--- config.mk ---
export PLATFORM = sky130hd
export DESIGN_NAME = fft_out_reorder
export DESIGN_NICKNAME = d
export VERILOG_FILES = /design/src/rtl/fft_out_reorder.sv
export SDC_FILE = /design/constraint.sdc
export NUM_CORES = 1
export LEC_CHECK = 0
export CAP_MARGIN = 10
export CORE_UTILIZATION = 45
export CTS_BUF_LIST = sky130_fd_sc_hd__clkbuf_16
export CTS_CLUSTER_DIAMETER = 100
export DETAILED_ROUTE_END_ITERATION = 8
export HOLD_SLACK_MARGIN = 0.03
export PLACE_DENSITY = 0.72
export SYNTH_ARGS = -nofsm -noshare
export SYNTH_HDL_FRONTEND = slang
export SYNTH_SLANG_ARGS = --single-unit
--- constraint.sdc ---
create_clock -name clk -period 92.2 [get_ports clk]
set_clock_uncertainty 0.1 [all_clocks]
set_input_delay 18.44 -clock clk [delete_from_list [all_inputs] [get_ports clk]]
set_output_delay 18.44 -clock clk [all_outputs]
set_load 0.005 [all_outputs]
--- src/rtl/fft_out_reorder.sv ---
// Ping-pong reorder buffer: captures a bit-reversed 16-point FFT frame in one beat and streams it out in bin order.
// Latency: bin 0 is valid the cycle after capture into an empty read bank; 1 word/cycle, no bubble between frames.
// Backpressure: in_ready drops while the write bank is full; out_ready low holds every output stable.
module fft_out_reorder #(
    parameter int DW     = 32,
    parameter int N      = 16,
    parameter int LOGN   = 4,
    parameter bit BITREV = 1'b1
) (
    input  logic              clk,
    input  logic              rst_n,
    input  logic              in_valid,
    output logic              in_ready,
    input  logic [N*DW-1:0]   in_frame,
    output logic              out_valid,
    input  logic              out_ready,
    output logic [DW-1:0]     out_data,
    output logic [LOGN-1:0]   out_index,
    output logic              out_last,
    output logic [7:0]        frame_cnt
);
    logic [DW-1:0]   bank [2][N];
    logic [1:0]      full;
    logic            wr_sel;
    logic            rd_sel;
    logic [LOGN-1:0] rd_cnt;
    logic [LOGN-1:0] rd_addr;
    logic            capture;
    logic            xfer;

    function automatic logic [LOGN-1:0] bitrev(input logic [LOGN-1:0] v);
        logic [LOGN-1:0] r;
        for (int i = 0; i < LOGN; i++) begin
            r[i] = v[LOGN-1-i];
        end
        return r;
    endfunction

    // Both handshakes depend only on registered flags, so no ready-to-ready path exists.
    assign in_ready  = !full[wr_sel];
    assign capture   = in_valid && in_ready;
    assign out_valid = full[rd_sel];
    assign xfer      = out_valid && out_ready;
    assign out_index = rd_cnt;
    assign out_last  = out_valid && (rd_cnt == LOGN'(N-1));
    assign rd_addr   = BITREV ? bitrev(rd_cnt) : rd_cnt;
    assign out_data  = out_valid ? bank[rd_sel][rd_addr] : '0;

    // Frame storage carries no reset; the full flags gate all reads of it.
    always_ff @(posedge clk) begin
        if (capture) begin
            for (int j = 0; j < N; j++) begin
                bank[wr_sel][j] <= in_frame[j*DW +: DW];
            end
        end
    end

    // A bank being captured is never the bank being freed, so the two full[] updates never collide.
    always_ff @(posedge clk or negedge rst_n) begin
        if (!rst_n) begin
            full      <= '0;
            wr_sel    <= 1'b0;
            rd_sel    <= 1'b0;
            rd_cnt    <= '0;
            frame_cnt <= '0;
        end else begin
            if (capture) begin
                full[wr_sel] <= 1'b1;
                wr_sel       <= !wr_sel;
            end
            if (xfer) begin
                rd_cnt <= rd_cnt + LOGN'(1);
                if (out_last) begin
                    full[rd_sel] <= 1'b0;
                    rd_sel       <= !rd_sel;
                    frame_cnt    <= frame_cnt + 8'd1;
                end
            end
        end
    end
endmodule

==> run_results.csv <==
group,metric,value,unit
status,status,"completed",
sta,rsz0062_at_grt,"no",
critical_path,regToRegSetupSlack,87.50,ns
routing,drt_iter0_markers,1739,
critical_path,end_kind,"primary output",
critical_path,critPathLaunchType,"flip-flop",
routing,vias_per_cell,5.57,
pwr,power,0.00147,W
critical_path,rr_startpoint,"full[1]",
synth,synth_enable_flop_cells,1024,
synth,syn_inst,1709,
synth,ys_seq_area_share,78.1,%
floorplan,core_area,0.0873,mm2
routing,drc_errors,0,
final_layout,finalNonFillerCells,3579,
critical_path,reg2reg_to,"bank[1][435]",
synth,yosys.area.top_type,"edfxtp_1",
place,placed_area,0.0465,mm2
place,io_buffers,562,
critical_path,cp_num_buf_inv,3,
clock_network,cts_buffers,106,
sta,worst_pin_slew,1.37,ns
global_route,grt_pass1_wl,143000,um
place,place_inst,3351,
routing,vias,19936,
final_layout,fin_area,0.0500,mm2
clock_network,postCtsHoldBufs,0,
pwr,peakVddDrop,29.0,uV
floorplan,start_util,45.7,%
routing,finalWirelength,100000,um
min_path,hold_start,"frame_cnt[7]",
min_path,hp-class,"reg -> reg",
synth,ys_types,40,
routing,detail-route-antenna-nets,0,
place,dp_hpwl,66000,um
sta,max_freq,0.0424,GHz
global_route,grt-ovfl-total,0,
min_path,min_to,"frame_cnt[7]",
final_layout,area_growth,25.3,%
critical_path,cp_cell_sequence,"buf_12 -> buf_4 -> mux4_2 -> a22oi_1 -> a31oi_1 -> clkdlybuf4s50_1",
routing,firstDrtPassIters,5,
global_route,track_usage,22.3,%
sta,post-route-min-period,23.58,ns
synth,synth_common_cells,"edfxtp_1 (1024), mux4_2 (202), mux2i_1 (129)",
clock_network,tritoncts,"done",
global_route,antenna_found_initial,53,
critical_path,path_delay_family,"buffers and inverters",
synth,syn_area_per_cell,23.3,um2
floorplan,num_io_pins,563,
critical_path,max_stage_delay,0.93,ns
critical_path,arrival,5.04,ns
sta,hold_viol,0,
critical_path,rr_worst_depth,5,
clock_network,htreeDepth,3,
floorplan,num_rows,108,
final_layout,regArea,0.0312,mm2
sta,finalCritPeriodShare,25.6,%
clock_network,cts.reportedPaths.clkPinSlew,0.06,ns
floorplan,die_h,300,um
sta,holdWs,0.395,ns
global_route,grt_max_degree,182,
clock_network,clk_path_buf_depth,3,
clock_network,cts_resized,0,
synth,netlist_area,0.0399,mm2
final_layout,n_fill_cell,6438,
synth,ys.flop_type,"edfxtp_1",
sta,setup_violations,0,
clock_network,clk_latency,0.67,ns
clock_network,cts_sinks,1040,
final_layout,drive_above_1_share,16.6,%
pwr,powerDensity,29.3,mW/mm2
synth,synth_fp_nets,2227,
critical_path,path_class,"reg -> out",
sta,slew_headroom,8.82,%
global_route,grt_pass1_vias,21476,
sta,finalMaxSlewViolations,0,
final_layout,multi_input_area,0.00802,mm2
synth,synth_area_leaders,"edfxtp_1 (77%), mux4_2 (11%), mux2i_1 (3.2%), mux4_1 (1.4%), dfrtp_1 (1.0%)",
synth,ys_warn_count,0,
sta,finalSetupTns,0,ns
clock_network,cts_setup_buffers,0,
synth,synth_most_common_cell,"edfxtp_1",
synth,synth_top_area_share,77.1,%
floorplan,die_w,300,um
min_path,whs_path_depth,1,
pwr,leakage,16.3,nW
critical_path,crit_fanout,107,
routing,post_drt_wl_per_cell,28.0,um
final_layout,layout.nets,2822,
synth,ys_ff_latch,1040,
synth,ys_async_sr_fraction,1.54,%
job,max_cap_viol_count,0,
critical_path,crit_required,73.66,ns
place,gpl.final_weighted_congestion,0.844,
critical_path,crit_path_top_delay_cell,"buf_4",
floorplan,die_area,0.0898,mm2
clock_network,cts-root-buf,"clkbuf_16",
==> state kept, by name, indices dropped and copies added, names as in the netlist <==
signal,flops
bank,1024
frame_cnt,8
full,2
out_index,4
rd_sel,1
wr_sel,1
==> cell families after synthesis <==
family	share of synthesized area [%]
buf+inv	1.94
compound gates	3.01
xor+xnor	0.242
fa+ha+maj	0.0627
mux	16.2
flops	78.1
simple gates	0.483
==> metal layers <==
| metal | vias up | track usage (%) | part of all wire [%] |
|---|---|---|---|
| met5 | - | 0 | 0.32 |
| met4 | 46 | 8.07 | 2.4 |
| met3 | 154 | 7.32 | 9.5 |
| met2 | 730 | 36.3 | 50 |
| met1 | 10368 | 27.9 | 38 |
| li1 | 8638 | - | - |
==> how the worst max path moves through the flow <==
stage	slack [ns]	startpoint	endpoint	depth (start not counted)
CTS	68.49	rd_sel	out_data[2]	6
finish	68.62	rd_sel	out_data[2]	6
detailed placement	69.05	in_valid	bank[1][273]	6
floorplan	34.51	in_valid	wr_sel	2
global route	68.31	rd_sel	out_data[2]	6
global placement	69.21	in_valid	bank[1][403]	6
==> layout make-up <==
class	count	share of cell area (%)
sequential	1040	62.4
multi-input combinational	564	16.1
timing repair buffer	588	11.8
clock buffer	109	5.46
tap	1155	2.89
clock inverter	89	1.27
antenna	30	0.150
inverter	4	0.0351
==> worst reg2reg max path, stage by stage, from the launching register on <==
cell     delay (ns)
dfrtp_1        0.46
nor3b_2        0.32
buf_4          0.62
buf_4          0.92
buf_4          0.88
buf_4          0.97
==> per-stage QoR <==
step	setup slack [ns]	utilization (%)
2_1_floorplan	34.51	-
3_3_place_gp	69.21	53.3
3_5_place_dp	69.05	53.3
4_1_cts	68.49	57.2
5_1_grt	68.31	57.2
6_report	68.62	57.2
==> placed cells by master (no fill, tap or decap), types with 25 or more instances in the layout <==
master | netlist | layout
a221o_1 | 32 | 32
a22oi_1 | 32 | 32
a31oi_1 | 32 | 32
clkbuf_16 | 0 | 109
clkdlybuf4s50_1 | 0 | 562
clkinv_1 | 0 | 25
diode_2 | 0 | 30
edfxtp_1 | 1024 | 1024
inv_1 | 4 | 26
mux2i_1 | 129 | 129
mux4_2 | 202 | 202
==> power breakdown <==
part / total, W / internal, W / switching, W
Combinational: 0.000459 / 0.000210 / 0.000249
Clock: 0.000409 / 0.000234 / 0.000175
Sequential: 0.000598 / 0.000576 / 0.0000226
Note: power is estimated with default switching activity, not from simulation.
